$ cat config.mk
export PLATFORM = sky130hd
export DESIGN_NAME = strobe_sched_flat
export DESIGN_NICKNAME = d
export VERILOG_FILES = /design/src/rtl/strobe_sched_pkg.sv /design/src/rtl/strobe_sched_if.sv /design/src/rtl/strobe_sched_chan.sv /design/src/rtl/strobe_sched.sv /design/src/flat_wrapper.sv
export SDC_FILE = /design/constraint.sdc
export NUM_CORES = 1
export LEC_CHECK = 0
export ABC_AREA = 1
export CAP_MARGIN = 5
export CORE_ASPECT_RATIO = 0.75
export CORE_MARGIN = 2
export CORE_UTILIZATION = 40
export CTS_CLUSTER_SIZE = 10
export DETAILED_ROUTE_END_ITERATION = 8
export SETUP_SLACK_MARGIN = 0.2
export SYNTH_ARGS = -nofsm -noshare
export SYNTH_HDL_FRONTEND = slang
export SYNTH_SLANG_ARGS = --single-unit
$ cat constraint.sdc
create_clock -name clock -period 1.78 [get_ports clock]
set_input_delay 0.267 -clock clock [delete_from_list [all_inputs] [get_ports clock]]
set_output_delay 0.267 -clock clock [all_outputs]
set_load 0.05 [all_outputs]
$ cat src/rtl/strobe_sched_pkg.sv
// Shared types and helpers for the strobe scheduler: FSM state encoding and
// the bit offset of a channel inside the packed phase vector.
package strobe_sched_pkg;

   typedef enum logic {
      IDLE = 1'b0,
      RUN  = 1'b1
   } state_t;

   // Channel chan occupies phase[chan*width +: width].
   function automatic int phase_lsb(input int chan, input int width);
      return chan * width;
   endfunction

endpackage

$ cat src/rtl/strobe_sched_if.sv
// Control/strobe bundle between the register bank (master) and the scheduler (slave).
interface strobe_sched_if #(
   parameter int WIDTH = 8,
   parameter int NCHAN = 4
) ();
   logic                   enable;
   logic                   oneshot;
   logic                   start;
   logic [WIDTH-1:0]       rate;
   logic                   rate_load;
   logic [NCHAN*WIDTH-1:0] phase;
   logic                   phase_load;
   logic [NCHAN-1:0]       strobe;
   logic                   wrap;
   logic                   busy;
   logic                   done;

   modport master (
      output enable, oneshot, start, rate, rate_load, phase, phase_load,
      input  strobe, wrap, busy, done
   );

   modport slave (
      input  enable, oneshot, start, rate, rate_load, phase, phase_load,
      output strobe, wrap, busy, done
   );
endinterface

$ cat src/rtl/strobe_sched_chan.sv
// One strobe channel: double-buffered phase offset, comparator against the
// master count, and the registered one-cycle strobe.
module strobe_chan #(
   parameter int WIDTH = 8
) (
   input  logic             clock,
   input  logic             reset,
   input  logic [WIDTH-1:0] cnt,
   input  logic             run,
   input  logic             tc,
   input  logic             idle,
   input  logic [WIDTH-1:0] phase_in,
   input  logic             phase_load,
   output logic             strobe
);
   logic [WIDTH-1:0] phase_pend;
   logic [WIDTH-1:0] phase_act;
   logic             apply;

   assign apply = idle || tc;

   // A load coinciding with the apply point bypasses the pending register.
   always_ff @(posedge clock) begin
      if (reset) begin
         phase_pend <= '0;
         phase_act  <= '0;
         strobe     <= 1'b0;
      end else begin
         if (phase_load)
            phase_pend <= phase_in;
         if (apply)
            phase_act <= phase_load ? phase_in : phase_pend;
         strobe <= run && (cnt == phase_act);
      end
   end
endmodule

$ cat src/rtl/strobe_sched.sv
// Multi-channel strobe scheduler: modulo counter with double-buffered period,
// IDLE/RUN control FSM, and NCHAN phase-offset strobe channels.
module strobe_sched
   import strobe_sched_pkg::*;
#(
   parameter int WIDTH = 8,
   parameter int NCHAN = 4
) (
   input  logic           clock,
   input  logic           reset,
   strobe_sched_if.slave  bus
);
   state_t           state;
   state_t           state_next;
   logic [WIDTH-1:0] cnt;
   logic [WIDTH-1:0] rate_pend;
   logic [WIDTH-1:0] rate_act;
   logic             run;
   logic             tc;
   logic             idle;
   logic [NCHAN-1:0] strobe_q;
   logic             wrap_q;
   logic             busy_q;
   logic             done_q;

   always_ff @(posedge clock) begin
      if (reset)
         state <= IDLE;
      else
         state <= state_next;
   end

   always_comb begin
      state_next = state;
      case (state)
         IDLE:    if (bus.enable && (!bus.oneshot || bus.start)) state_next = RUN;
         RUN:     if (!bus.enable || (bus.oneshot && tc))        state_next = IDLE;
         default: state_next = IDLE;
      endcase
   end

   // Dropping enable masks the current cycle entirely, so run already excludes it.
   always_comb begin
      idle = (state == IDLE);
      run  = (state == RUN) && bus.enable;
      tc   = run && (cnt == rate_act);
   end

   always_ff @(posedge clock) begin
      if (reset) begin
         cnt       <= '0;
         rate_pend <= '0;
         rate_act  <= '0;
         wrap_q    <= 1'b0;
         busy_q    <= 1'b0;
         done_q    <= 1'b0;
      end else begin
         cnt <= (run && !tc) ? cnt + 1'b1 : '0;
         if (bus.rate_load)
            rate_pend <= bus.rate;
         if (idle || tc)
            rate_act <= bus.rate_load ? bus.rate : rate_pend;
         wrap_q <= tc;
         done_q <= tc && bus.oneshot;
         busy_q <= run;
      end
   end

   for (genvar i = 0; i < NCHAN; i++) begin : g_chan
      strobe_chan #(.WIDTH(WIDTH)) u_chan (
         .clock      (clock),
         .reset      (reset),
         .cnt        (cnt),
         .run        (run),
         .tc         (tc),
         .idle       (idle),
         .phase_in   (bus.phase[phase_lsb(i, WIDTH) +: WIDTH]),
         .phase_load (bus.phase_load),
         .strobe     (strobe_q[i])
      );
   end

   assign bus.strobe = strobe_q;
   assign bus.wrap   = wrap_q;
   assign bus.busy   = busy_q;
   assign bus.done   = done_q;
endmodule

$ cat src/flat_wrapper.sv
// flat-port wrapper written by rule: the top's interface ports become plain ports
module strobe_sched_flat import strobe_sched_pkg::*;
#(
   parameter int WIDTH = 8,
   parameter int NCHAN = 4
)
  (clock, reset, bus_enable, bus_oneshot, bus_start, bus_rate, bus_rate_load, bus_phase, bus_phase_load, bus_strobe, bus_wrap, bus_busy, bus_done);
  strobe_sched_if #(.WIDTH(WIDTH), .NCHAN(NCHAN)) bus_i ();
  input  logic clock;
  input  logic reset;
  input wire logic [$bits(bus_i.enable)-1:0] bus_enable;
  input wire logic [$bits(bus_i.oneshot)-1:0] bus_oneshot;
  input wire logic [$bits(bus_i.start)-1:0] bus_start;
  input wire logic [$bits(bus_i.rate)-1:0] bus_rate;
  input wire logic [$bits(bus_i.rate_load)-1:0] bus_rate_load;
  input wire logic [$bits(bus_i.phase)-1:0] bus_phase;
  input wire logic [$bits(bus_i.phase_load)-1:0] bus_phase_load;
  output wire logic [$bits(bus_i.strobe)-1:0] bus_strobe;
  output wire logic [$bits(bus_i.wrap)-1:0] bus_wrap;
  output wire logic [$bits(bus_i.busy)-1:0] bus_busy;
  output wire logic [$bits(bus_i.done)-1:0] bus_done;
  assign bus_i.enable = bus_enable;
  assign bus_i.oneshot = bus_oneshot;
  assign bus_i.start = bus_start;
  assign bus_i.rate = bus_rate;
  assign bus_i.rate_load = bus_rate_load;
  assign bus_i.phase = bus_phase;
  assign bus_i.phase_load = bus_phase_load;
  assign bus_strobe = bus_i.strobe;
  assign bus_wrap = bus_i.wrap;
  assign bus_busy = bus_i.busy;
  assign bus_done = bus_i.done;
  strobe_sched #(.WIDTH(WIDTH), .NCHAN(NCHAN)) u_core (.clock(clock), .reset(reset), .bus(bus_i));
endmodule
==> Word-level counts from Yosys, hierarchy flattened <==
Cells that the tools add are included.
{ "word_totals": {"elab_cells": 51, "reg_bits": 96} }
{ "classes": {"eq_ne": 5, "bitwise_logic": 2, "n_reduce_logical": 16, "add_sub_neg": 1, "n_mux": 8} }
{ "op_table": {"columns": ["cell", "count"], "rows": [
  ["== test 8 bit", 5],
  ["2-to-1 mux 8 bit", 5],
  ["logical AND 1 bit", 9],
  ["adder 8 x 1 -> 8 bit, second input constant", 1],
  ["logical NOT 1 bit", 3],
  ["logical OR 1 bit", 3],
  ["2-to-1 mux 1 bit", 2],
  ["inverter 1 bit", 2],
  ["one-hot mux 1 bit (2 select lines)", 1],
  ["OR reduction 2 bit", 1]
]} }

==> Depth between registers and ports, before layout <==
{ "logic_depth": {"depth_word": 6, "mapped_depth": 11} }

==> Cells and area by module <==
Synthesis repeated with hierarchy kept, for this count alone.
{ "hier_totals": {"cells_unflattened": 581, "area_unflattened_um2": 4276.6} }
{ "by_module_without_submodules": {"columns": ["mod", "instances", "cells_each", "area_per_inst_um2"], "rows": [
  ["strobe_chan", 4, 100, 748.2],
  ["strobe_sched", 1, 181, 1283.7]
]} }

==> Worst setup path after synthesis <==
OpenSTA, ideal clock, no wires.
{ "synth_timing": {"path_type": "register to register", "start": "register u_core.cnt[0]", "end": "register u_core.g_chan[1].u_chan.phase_act[3]", "arrival_time_ns": 1.309, "setup_time_ns": 0.115, "path_stages_with_launch": 9, "synth_period_minus_slack_ns": 1.424, "slack_ns": 0.356, "path_buffers": 2, "cell_sequence": "dfxtp_1 -> buf_2 -> xnor2_1 -> nand2_1 -> nor2_2 -> nand3_4 -> buf_4 -> a21oi_1 -> nor2_1"} }
{ "synth_via": {"elab_chain_cells": 3} }
{ "synth_lines": {"columns": ["item", "line", "source"], "rows": [
  ["start, declared", "strobe_sched.sv:15", "logic [WIDTH-1:0] cnt;"],
  ["start signal, assigned", "strobe_sched.sv:58", "cnt <= (run && !tc) ? cnt + 1'b1 : '0;"],
  ["== test 8 bit", "strobe_sched.sv:46", "tc = run && (cnt == rate_act);"],
  ["logical AND 1 bit", "strobe_sched.sv:46", null],
  ["logical OR 1 bit", "strobe_sched_chan.sv:20", "assign apply = idle || tc;"],
  ["end signal, assigned", "strobe_sched_chan.sv:32", "phase_act <= phase_load ? phase_in : phase_pend;"],
  ["end, declared", "strobe_sched_chan.sv:17", "logic [WIDTH-1:0] phase_act;"]
]} }
No other way between the ends.
A chain may end at the register's enable or synchronous reset.

==> Final worst setup path <==
{ "layout_timing": {"start": "register u_core.cnt[0]", "end": "register u_core.g_chan[3].u_chan.phase_act[5]"} }
{ "layout_via": {"elab_chain_cells": 3} }
{ "layout_lines": {"columns": ["item", "line"], "rows": [
  ["== test 8 bit", "strobe_sched.sv:46"],
  ["logical AND 1 bit", "strobe_sched.sv:46"],
  ["logical OR 1 bit", "strobe_sched_chan.sv:20"],
  ["end signal, assigned", "strobe_sched_chan.sv:32"],
  ["end, declared", "strobe_sched_chan.sv:17"]
]} }
No other way between the ends.

==> impl_metrics.toml <==
[run_status]
outcome = "finished clean"

[pwr]
ir_drop_mv = 0.4841
p_int_mw = 3.758
power.switching_mw = 1.268
leakage_nw = 2.701
combPwrFrac_pct = 13.4
power.share.sequential_pct = 47.0
clkPwrFrac_pct = 39.5
powerDensity_nw_per_um2 = 910.3
switching_share_pct = 25.23

[timing]
drv_slew = 0
worst_slack_ps = 263.5
rsz0062_at_grt = "true"
worst_slew_pin_slew_ps = 483.7
period_needed_ps = 1517
period_share_pct = 85.20
tns_ps = 0
finalHoldViolCount = 0
setup_viol = 0
fin_skew_ps = 5.253
max_freq_ghz = 0.6594
slew_headroom_pct = 67.88

[cts]
path_clk_slew_ps = 70
hold_buffers = 0
htree_levels = 3
cts_buffers = 9
clk-insertion-delay-late_ps = 350
ctsRootBufferMaster = "clkbuf_16"
cts_tree = "built"
clock_path_buffers = 2
cts_sinks = 96

[logic_synthesis]
synth_seq_cells = 96
avgSynthCellArea_sq_um = 6.717
ys_warn_count = 0
synth-edff-count = 0
yosysSeqAreaShare_pct = 42.64
synthArstFlopShare_pct = 0
ys_types = 30
syn_area_sq_um = 4507
synth_flop_cell = "dfxtp_1"
syn_nets = 719
synthCells = 671

[global_route]
grt_usage_pct = 17.24
grt_pass1_vias = 3583
antenna_found_initial = 0
grt_pass1_wl_mm = 16.59
grt-ovfl-total = 0
grt_max_degree = 65

[routing]
antenna_left = 0
drt-initial-drc-count = 277
dr.pass1.iters = 4
vias_per_cell = 4.590
vias = 3938
routedWlPerCell_um = 11.86
wl_mm = 10.18
drcViolationCount = 0

[floorplan]
core_area_sq_um = 10940
die_area_sq_um = 12140
rows = 33
die_w_um = 126.6
io_pins = 54
initial_core_util_pct = 41.19
die_h_um = 95.93

[flow_run]
maxCapViolCount = 0

[critical_path]
rr_worst_depth = 7
critical_path_class = "flip-flop to flip-flop"
endpoint_kind = "flip-flop"
cp_max_fo = 38
crit_arrival_ps = 1760
cp_cell_sequence = "xnor2_2 -> nand2_1 -> nor2_4 -> nand3_4 -> buf_12 -> a21oi_1 -> nor2_1"
start_kind = "flip-flop"
slowest_stage = "dfxtp_4"
rr_endpoint = "u_core.g_chan[3].u_chan.phase_act[5]"
r2r_setup_slack_ps = 260
cp_data_required_time_ps = 2020
worstReg2RegStart = "u_core.cnt[0]"
max_stage_delay_ps = 400

[final_layout]
num_antenna_cells = 0
area_delta_synth_final_pct = 22.52
final.fill_count = 1097
final_net_count = 761
drive_above_1_share_pct = 8.217

[min_path]
hold_class = "flip-flop to flip-flop"
holdPathStages = 2
hold_path_end = "u_core.g_chan[1].u_chan.phase_pend[5]"
worstHoldStart = "u_core.g_chan[1].u_chan.phase_pend[5]"

[placed_design]
place_congestion = 0.9069
post-dp-hpwl_mm = 6.961
pre_cts_ws_ps = 84.78
port_buffers = 53
[worst max-delay path: cells and delay by family, from the launching register on]
kind,cells,cell delay (ps)
simple gates,4,520
buf+inv,1,210
compound gates,1,160
flops,1,400
xor+xnor,1,110
[Yosys cell counts (all sizes together) (5+ instances only)]
library cell,n,area share [%]
o22ai,12,1.7
xor2,5,0.97
dfxtp,96,43
o21ai,41,4.6
nand2,111,9.2
nand3,48,5.6
a21oi,44,4.9
nor2,108,9.2
inv,133,11
xnor2,12,2.3
buf,28,4.0
clkbuf,17,1.4
[kinds of logic (layout without fill, tap and decap cells)]
| family | Yosys count | count (layout) | share of synthesized area, % |
|---|---|---|---|
| AND/OR/NAND/NOR | 276 | 276 | 25.26 |
| flip-flops | 96 | 96 | 42.64 |
| XOR/XNOR | 17 | 17 | 3.304 |
| adder cells (fa/ha/maj) | 1 | 1 | 0.2776 |
| buffers and inverters | 180 | 227 | 16.68 |
| AO/OA/AOI/OAI | 101 | 101 | 11.83 |
[area by class of cell]
cell class	instances	area [sq um]	share of cell area, %
clock inverter	5	55.05	0.9971
timing repair buffer	76	740.7	13.41
multi-input combinational	395	1862	33.72
inverter	135	508.0	9.200
clock buffer	11	252.7	4.577
tap	140	175.2	3.172
sequential	96	1928	34.92
[per-stage QoR]
| step | util, % | instances | hold WS (ps) | total power, mW | area, sq um |
|---|---|---|---|---|---|
| finish | 50.46 | 858 | 503.0 | 5.026 | 5522 |
| global route | 50.46 | 858 | 552.7 | 5.266 | 5522 |
| CTS | 49.83 | 855 | 499.6 | 5.071 | 5453 |
| detailed placement | 47.02 | 839 | 494.4 | 3.071 | 5145 |
| global placement | 47.02 | 839 | 491.7 | 3.058 | 5145 |
| floorplan | - | 671 | 430.1 | 2.849 | 4507 |
[power by group through the flow]
stage / combinational, mW / clock, mW / sequential, mW
3_5_place_dp: 0.661 / 0 / 2.41
6_report: 0.676 / 1.99 / 2.36
3_3_place_gp: 0.649 / 0 / 2.41
5_1_grt: 0.783 / 2.11 / 2.38
2_1_floorplan: 0.461 / 0 / 2.39
4_1_cts: 0.668 / 2.04 / 2.36
[routing by layer]
metal	vias up	global-route usage [%]	wire, um
met5	-	0	0
met4	0	6.777	142
met3	10	4.391	547
met2	88	25.36	4094
met1	1729	24.22	5393
li1	2111	-	-
[how the worst max path moves through the flow]
stage | start | to | slack, ps | cells after the start
floorplan | u_core.cnt[0] | u_core.g_chan[1].u_chan.phase_act[3] | 360 | 8
CTS | u_core.cnt[0] | u_core.g_chan[3].u_chan.phase_act[5] | 230 | 7
detailed placement | bus_enable | u_core.g_chan[3].u_chan.strobe | 80 | 5
finish | u_core.cnt[0] | u_core.g_chan[3].u_chan.phase_act[5] | 260 | 7
global route | u_core.rate_act[3] | u_core.rate_act[6] | 160 | 7
global placement | bus_enable | u_core.g_chan[3].u_chan.strobe | 70 | 5
[sequential cells by signal, indices dropped and copies added (netlist names)]
| name | count |
|---|---|
| u_core.g_chan.u_chan.phase_act | 32 |
| u_core.rate_act | 8 |
| u_core.g_chan.u_chan.phase_pend | 32 |
| u_core.bus.wrap | 1 |
| u_core.cnt | 8 |
| u_core.state | 1 |
| u_core.bus.busy | 1 |
| u_core.bus.done | 1 |
| u_core.g_chan.u_chan.strobe | 4 |
| u_core.rate_pend | 8 |
[cell usage in the layout (no fill, tap or decap)]
cell             count
nor2_1             105
o22ai_1             12
clkdlybuf4s50_1     45
a211oi_1             1
bufinv_16            1
o21ai_0             40
clkinv_1             1
nand3_1             47
o21ai_1              1
clkbuf_16           10
inv_2                4
dlygate4sd2_1        4
dfxtp_2              2
nor3b_1              3
inv_1              129
xor2_1               5
clkinvlp_4           2
nor4_1               2
o31ai_1              1
o2111ai_1            1
nand4_1              1
buf_2                1
nor2_2               1
xnor2_1             11
a21oi_1             41
dfxtp_4              1
nand3_4              1
xnor2_2              1
clkbuf_8             2
a221oi_1             1
dfxtp_1             93
buf_12               3
buf_4               22
clkinv_2             3
nor2_4               2
nand2_1            111
nor3_1               3
ha_1                 1
a21oi_2              3
[what timing repair did]
action                     in CTS  in global routing
gates cloned                    0                  1
setup buffers                   0                  2
resized for setup               6                  8
setup endpoints to repair      46                 49
pin swaps                       0                  2
(Power assumes the default switching activity.)
